$ cat config.mk
export PLATFORM = sky130hd
export DESIGN_NAME = ready_sched
export DESIGN_NICKNAME = d
export VERILOG_FILES = /design/src/rtl/ready_sched.sv
export SDC_FILE = /design/constraint.sdc
export NUM_CORES = 1
export LEC_CHECK = 0
export ABC_AREA = 1
export CAP_MARGIN = 5
export CORE_UTILIZATION = 40
export DETAILED_ROUTE_END_ITERATION = 10
export DONT_BUFFER_PORTS = 1
export PLACE_DENSITY = 0.63
export SLEW_MARGIN = 5
export SYNTH_ARGS = -nofsm -noshare
export SYNTH_HDL_FRONTEND = slang
export SYNTH_SLANG_ARGS = --single-unit
$ cat constraint.sdc
create_clock -name clk_i -period 2.6 [get_ports clk_i]
set_clock_uncertainty 0.2 [all_clocks]
set_input_delay 0.13 -clock clk_i [delete_from_list [all_inputs] [get_ports clk_i]]
set_output_delay 0.13 -clock clk_i [all_outputs]
set_load 0.005 [all_outputs]
$ cat src/rtl/ready_sched.sv
// ready_sched: round-robin wait-state scheduler for NREQ requesters sharing one slow resource.
// The owner gets ack after a per-requester programmable number of wait states.
module ready_sched #(
  parameter int NREQ     = 4,
  parameter int CW       = 4,
  parameter int DEF_WAIT = 3,
  localparam int SW      = (NREQ > 1) ? $clog2(NREQ) : 1
) (
  input  logic            clk_i,
  input  logic            rst_ni,
  input  logic            ce_i,
  input  logic [NREQ-1:0] req_i,
  output logic [NREQ-1:0] gnt_o,
  output logic [NREQ-1:0] ack_o,
  input  logic            cfg_we_i,
  input  logic [SW-1:0]   cfg_sel_i,
  input  logic [CW-1:0]   cfg_wait_i,
  output logic            busy_o
);

  typedef enum logic [1:0] {IDLE, WAIT, ACK} state_t;

  state_t          r_state, w_state_nxt;
  logic [CW-1:0]   r_cnt, w_cnt_nxt;
  logic [SW-1:0]   r_ptr, w_ptr_nxt;
  logic [SW-1:0]   r_own, w_own_nxt;
  logic [NREQ-1:0] r_gnt, w_gnt_nxt;
  logic            r_ack, w_ack_nxt;
  logic [CW-1:0]   r_wait [NREQ];

  logic            w_found;
  logic [SW-1:0]   w_sel;
  logic [SW-1:0]   w_own_inc;

  // First requesting index at or above r_ptr, wrapping NREQ-1 -> 0.
  always_comb begin
    logic [SW-1:0] idx;
    w_found = 1'b0;
    w_sel   = '0;
    idx     = r_ptr;
    for (int i = 0; i < NREQ; i++) begin
      if (!w_found && req_i[idx]) begin
        w_found = 1'b1;
        w_sel   = idx;
      end
      idx = (int'(idx) == NREQ - 1) ? '0 : idx + 1'b1;
    end
  end

  assign w_own_inc = (int'(r_own) == NREQ - 1) ? '0 : r_own + 1'b1;

  // NOTE: every signal written here gets a default first, so no path leaves a value held (no latch).
  always_comb begin
    w_state_nxt = r_state;
    w_cnt_nxt   = r_cnt;
    w_ptr_nxt   = r_ptr;
    w_own_nxt   = r_own;
    w_gnt_nxt   = r_gnt;
    w_ack_nxt   = r_ack;
    case (r_state)
      IDLE: begin
        if (w_found) begin
          w_state_nxt = WAIT;
          w_own_nxt   = w_sel;
          w_gnt_nxt   = {{(NREQ-1){1'b0}}, 1'b1} << w_sel;
          w_cnt_nxt   = r_wait[w_sel];
        end
      end
      WAIT, ACK: begin
        if (!req_i[r_own]) begin
          w_state_nxt = IDLE;
          w_gnt_nxt   = '0;
          w_ack_nxt   = 1'b0;
          w_ptr_nxt   = w_own_inc;
        end else if (r_state == WAIT) begin
          if (r_cnt == '0) begin
            w_state_nxt = ACK;
            w_ack_nxt   = 1'b1;
          end else begin
            w_cnt_nxt = r_cnt - 1'b1;
          end
        end
      end
      default: begin
        w_state_nxt = IDLE;
        w_gnt_nxt   = '0;
        w_ack_nxt   = 1'b0;
      end
    endcase
  end

  // NOTE: sequential state uses non-blocking assignments so every register samples pre-edge values.
  always_ff @(posedge clk_i or negedge rst_ni) begin
    if (!rst_ni) begin
      r_state <= IDLE;
      r_cnt   <= '0;
      r_ptr   <= '0;
      r_own   <= '0;
      r_gnt   <= '0;
      r_ack   <= 1'b0;
    end else if (ce_i) begin
      r_state <= w_state_nxt;
      r_cnt   <= w_cnt_nxt;
      r_ptr   <= w_ptr_nxt;
      r_own   <= w_own_nxt;
      r_gnt   <= w_gnt_nxt;
      r_ack   <= w_ack_nxt;
    end
  end

  // NOTE: the wait table is a few flops that must start at DEF_WAIT, so it is reset like any other state.
  always_ff @(posedge clk_i or negedge rst_ni) begin
    if (!rst_ni) begin
      for (int k = 0; k < NREQ; k++) r_wait[k] <= CW'(DEF_WAIT);
    end else if (ce_i && cfg_we_i) begin
      for (int k = 0; k < NREQ; k++) begin
        if (cfg_sel_i == SW'(k)) r_wait[k] <= cfg_wait_i;
      end
    end
  end

  // Ack drops with the owner's request in the same cycle, without waiting for an edge.
  assign ack_o  = {NREQ{r_ack}} & r_gnt & req_i;
  assign gnt_o  = r_gnt;
  assign busy_o = (r_state != IDLE);

endmodule

Yosys cells after proc, flatten, opt, wreduce, memory -nomap -nowiden
Index checks and enable logic that the tools add are counted.
{ "word_totals": {"reg_bits": 31, "output_inout_bits": 9, "elab_cells": 108} }
{ "op_classes": {"addsub": 5, "magnitude_cmp": 6, "eq_ne": 16, "shift": 1, "muxes": 42, "bitwise": 5, "n_reduce_logical": 23} }
{ "op_table": {"columns": ["operator", "n"], "rows": [
  ["4-bit two-way mux", 8],
  ["2-bit two-way mux", 12],
  ["4-bit one-hot mux with 2 select lines", 2],
  ["2-bit by 3-bit < comparator with 1-bit output, second input constant", 5],
  ["2-bit by 1-bit equality test with 1-bit output, second input constant", 6],
  ["1-bit two-way mux", 12],
  ["1-bit binary-select mux with 2-bit select", 5],
  ["2-bit != test, second input constant", 5],
  ["3-bit AND reduction", 3],
  ["2-bit by 1-bit adder with 2-bit output, second input constant", 4],
  ["4-bit AND", 2],
  ["4-bit binary-select mux with 2-bit select", 1],
  ["2-bit AND reduction", 4],
  ["4-bit AND reduction", 2],
  ["2-bit equality test, second input constant", 3],
  ["3-bit != test, second input constant", 2],
  ["6-bit AND reduction", 1],
  ["1-bit logical AND", 4],
  ["2-bit logical NOT", 2],
  ["4-bit logical NOT", 1],
  ["2-bit one-hot mux with 2 select lines", 1],
  ["2-bit nonzero test", 2],
  ["1-bit by 2-bit << shifter with 4-bit output, first input constant", 1],
  ["4-bit by 1-bit subtractor with 4-bit output, second input constant", 1],
  ["6 further kinds", 9]
]} }

Depth between registers and ports, before layout
{ "logic_depth": {"word_depth": 18, "ltp_mapped": 16, "depth_no_buf": 16} }

Worst setup path after synthesis
Ideal clock, no wire load.
{ "synth_timing": {"path_kind": "reg2reg", "startpoint": "reg r_ptr[1]", "endpoint": "reg r_cnt[0]", "setup_time_ns": 0.120, "arrival_time_ns": 1.825, "required_ns": 2.280, "path_slack_ns": 0.454, "path_stages_with_launch": 14, "n_path_buf": 1, "path_cell_list": "dfrtp_1 ha_1 clkbuf_2 inv_1 nand2_1 nand2_2 nor2_8 nand3_1 nand3_2 inv_2 nand3_1 nand3_1 o21ai_1 nand2_1"} }
{ "synth_via": {"elab_chain_len": 18, "elab_cells_between_ends": 39} }
{ "synth_lines": {"columns": ["element", "line", "text"], "rows": [
  ["start, declared", "25", "logic [SW-1:0] r_ptr, w_ptr_nxt;"],
  ["start signal, assigned", "104", "r_ptr <= w_ptr_nxt;"],
  ["branches (longest 18 deep; another with 2-bit by 1-bit adder with 2-bit output)", null, null],
  ["end signal, assigned", "103", "r_cnt <= w_cnt_nxt;"],
  ["end, declared", "24", "logic [CW-1:0] r_cnt, w_cnt_nxt;"]
]} }
Several ways; the timed one is not identified. The select of a mux whose other input is x is not followed.
A chain may end at the register's enable or synchronous reset.

Final worst setup path
{ "layout_timing": {"startpoint": "reg r_ptr[1]", "endpoint": "reg r_cnt[2]"} }
Same word-level chain as after synthesis.

==> results.cfg <==
[timing]
hold_viol_final = 0
setup_tns_ns = 0
period_minus_slack_ns = 2.35
slew_headroom_pct = 48.6
period_share_pct = 90.4
finalSetupViolCount = 0
rsz0062_at_grt = no
hold_slack_ns = 0.00721
slew_violations = 0
worst_slew_pin_slew_ns = 0.765
max_freq_mhz = 425

[yosys]
avgSynthCellArea_um2 = 7.38
synth_compound_area_share_pct = 11.2
synth_area_leader_cell = dfrtp_1
synth_area_um2 = 2090
yosys.area_share.simple_pct = 37.9
synth_cell_types = 29
synthXorXnorAreaFrac_pct = 0.418
synth_fp_nets = 306
synth-adder-area-share_pct = 4.78
seq_area_frac_synth_pct = 37.5
yosys.area.top_type_share_pct = 27.5
synth_top_cells_by_area = dfrtp_1, nand2_1, dfstp_2, nand3_1, inv_1
synth_seq_cells = 31
muxShareOfSynthArea_pct = 0
synth_top_family_by_area = simple AND/OR/NAND/NOR gates
ys.warnings.count = 0
synthCells = 284

[clock_tree]
clk_latency_ns = 0.29
root_buffer = clkbuf_8
postCtsSetupRepairBufs = 0
post_cts_resized = 0
cts_buffers = 5
cts.clk_slew.worst_paths_ns = 0.07
htreeDepth = 2
clock_sinks = 31
clock_path_buffers = 2
cts_tree = done

[die]
rows = 25
die_h_um = 74.4
fp.dieW_um = 74.4
initial_core_util_pct = 42.9
dieArea_um2 = 5530
core_um2 = 4880
pin_count = 23

[worst_setup_path]
critPathMaxStageDelay_ns = 0.45
r2r_end = r_cnt[2]
rr_startpoint = r_ptr[1]
critPathKind = reg -> reg
cp_common_cell = nand2_1
crit_buf_inv = 1
critPathRequiredTime_ns = 2.62
path_delay_family = simple AND/OR/NAND/NOR gates
worstPathArrival_ns = 2.37
rrSetupSlack_ns = 0.25
worst_r2r_path_depth = 13
endpoint_kind = flip-flop
cp_max_fo = 8
cp_cell_sequence = ha_1 > inv_1 > nand2_1 > nand3_1 > nand2_1 > nand3_2 > nand3_1 > nand3_1 > nand2_1 > nand2_1 > nand2_1 > nand2_1 > a21oi_1
crit_path_top_delay_cell = ha_1
cp-start-kind = flip-flop

[cells_and_area]
diodes = 0
fillers = 528
nNetsFinal = 323
syn_to_final_growth_pct = 14.9
drive_gt1_share_pct = 15.2
fin_area_um2 = 2410

[placed_design]
place_hpwl_um = 3580
port-buffer-count = 0
gp_congestion = 0.868
place_area_um2 = 2170

[power_and_ir_drop]
p_leak_uw = 0.00123
vdd_drop_max_v = 0.000483
switchingPower_uw = 1580
seq_power_share_pct = 23.8
pwr-share-comb_pct = 60.6
power_frac_clock_pct = 15.6
powerDensity_nw_per_um2 = 1320
intPower_uw = 1600
sw_frac_of_total_pct = 49.7

[global_route]
grt_first_pass_wirelength_um = 8080
grt_max_degree = 32
overflow = 0
grt_usage_pct = 19.4
grt_pass1_vias = 1803
antenna_found_initial = 0

[hold_path]
min_path_cells = 3
hp-class = in -> reg
whs_endpoint = r_wait[5]
hp-start = cfg_sel_i[0]

[status]
status = complete, no violations

[detailed_routing]
post_drt_wl_per_cell_um = 12.9
drt-pass1-iter-count = 4
vias_per_cell = 4.98
dr.first_iter.drc_count = 143
wl_um = 4760
drcViolationCount = 0
ant_nets = 0
vias = 1839

[flow_run]
drv_cap = 0
-- placed cells by master (no fill, tap or decap), types with 2 or more instances in the layout --
| master | Yosys | final |
|---|---|---|
| nand2_1 | 82 | 82 |
| nor3_1 | 6 | 6 |
| clkbuf_8 | 0 | 6 |
| dfrtp_1 | 23 | 23 |
| ha_1 | 8 | 8 |
| inv_2 | 3 | 3 |
| dlygate4sd3_1 | 0 | 10 |
| nor2_8 | 2 | 2 |
| a21oi_1 | 16 | 16 |
| nand3_1 | 32 | 32 |
| o31ai_1 | 2 | 2 |
| o21ai_0 | 19 | 19 |
| nand4_1 | 2 | 2 |
| inv_1 | 37 | 37 |
| nand3_2 | 6 | 6 |
| o22ai_1 | 2 | 2 |
| o32ai_1 | 2 | 2 |
| nand2_4 | 4 | 4 |
| dfstp_2 | 8 | 8 |
| nor2_1 | 12 | 12 |
| nand2_2 | 7 | 7 |
| clkinv_2 | 1 | 2 |
| nor2_2 | 2 | 2 |
-- metal layers --
metal  global-route usage (%)  vias up  part of all wire (%)
met1                     26.1      831                    48
met2                     30.5       44                    45
met4                     7.13        0                   1.4
li1                         -      956                     -
met5                        0        -                     0
met3                     4.47        8                   5.3
-- registers in the layout, summed over array words and instances (netlist names) --
register / flops
r_cnt: 4
gnt_o: 4
r_wait: 16
r_ptr: 2
r_own: 2
r_ack: 1
r_state: 2
-- power groups by stage --
stage                     Clock [uW]  Sequential (uW)  Combinational (uW)
after floorplan                    0              736                1560
after global placement             0              760                1870
after detailed placement           0              764                1890
after CTS                        507              755                1930
after global routing             532              777                2180
final                            496              757                1920
-- tightest hold or removal path, stage by stage --
cell and delay [ns]:
inv_1 0.04, nand3_1 0.21, o21ai_0 0.11
-- repair_timing --
| action | CTS | global route |
|---|---|---|
| setup endpoints to repair | 0 | 0 |
| hold buffers | 11 | 0 |
| endpoints found under the hold margin | 53 | 0 |
-- cells in the mapped netlist --
master,count
nand2_4,4
a21oi_1,16
o31ai_1,2
dfstp_2,8
nor2_8,2
o22ai_1,2
nor3_1,6
nor2_2,2
o21ai_2,1
nand4_1,2
clkinv_2,1
nor2_1,12
dfrtp_1,23
nand4_2,1
o32ai_1,2
inv_1,37
nand3_4,1
clkbuf_2,1
buf_6,1
nand3_2,6
o21ai_1,1
inv_2,3
nand2_2,7
ha_1,8
nand3_1,32
xor2_1,1
nand2_1,82
nand3b_1,1
o21ai_0,19
-- cell families (layout without fill, tap and decap cells) --
logic type | count (synthesis) | in the layout
flip-flops | 31 | 31
AO/OA/AOI/OAI | 43 | 43
XOR/XNOR | 1 | 1
AND/OR/NAND/NOR | 158 | 158
buffers and inverters | 43 | 61
adder cells (fa/ha/maj) | 8 | 8
-- worst max-delay path by stage --
| stage | endpoint | cells past startpoint | from | slack [ns] |
|---|---|---|---|---|
| CTS | r_cnt[0] | 12 | r_ptr[1] | 0.24 |
| detailed placement | r_cnt[0] | 12 | r_ptr[1] | 0.25 |
| global placement | r_cnt[1] | 15 | r_ptr[1] | 0.31 |
| finish | r_cnt[2] | 13 | r_ptr[1] | 0.25 |
| floorplan | r_cnt[0] | 13 | r_ptr[1] | 0.45 |
| global route | r_cnt[0] | 12 | r_ptr[1] | 0.005 |
-- metrics by stage --
stage / total power (uW) / utilization [%] / setup slack (ns) / std cells
floorplan: 2300 / - / 0.454 / 284
global placement: 2630 / 44.5 / 0.311 / 350
detailed placement: 2650 / 44.5 / 0.245 / 350
CTS: 3200 / 49.3 / 0.238 / 369
global route: 3490 / 49.3 / 0.00518 / 369
finish: 3180 / 49.3 / 0.249 / 369
-- final cells by class --
type | count | area, um2 | area share (%)
clock inverters | 2 | 35.0 | 1.46
inverters | 41 | 155 | 6.44
multi-input cells | 210 | 1140 | 47.2
clock buffers | 6 | 82.6 | 3.43
flip-flops and latches | 31 | 786 | 32.6
well taps | 67 | 83.8 | 3.48
repair buffers | 12 | 128 | 5.30
No activity file was read; power rests on OpenSTA's default activity.
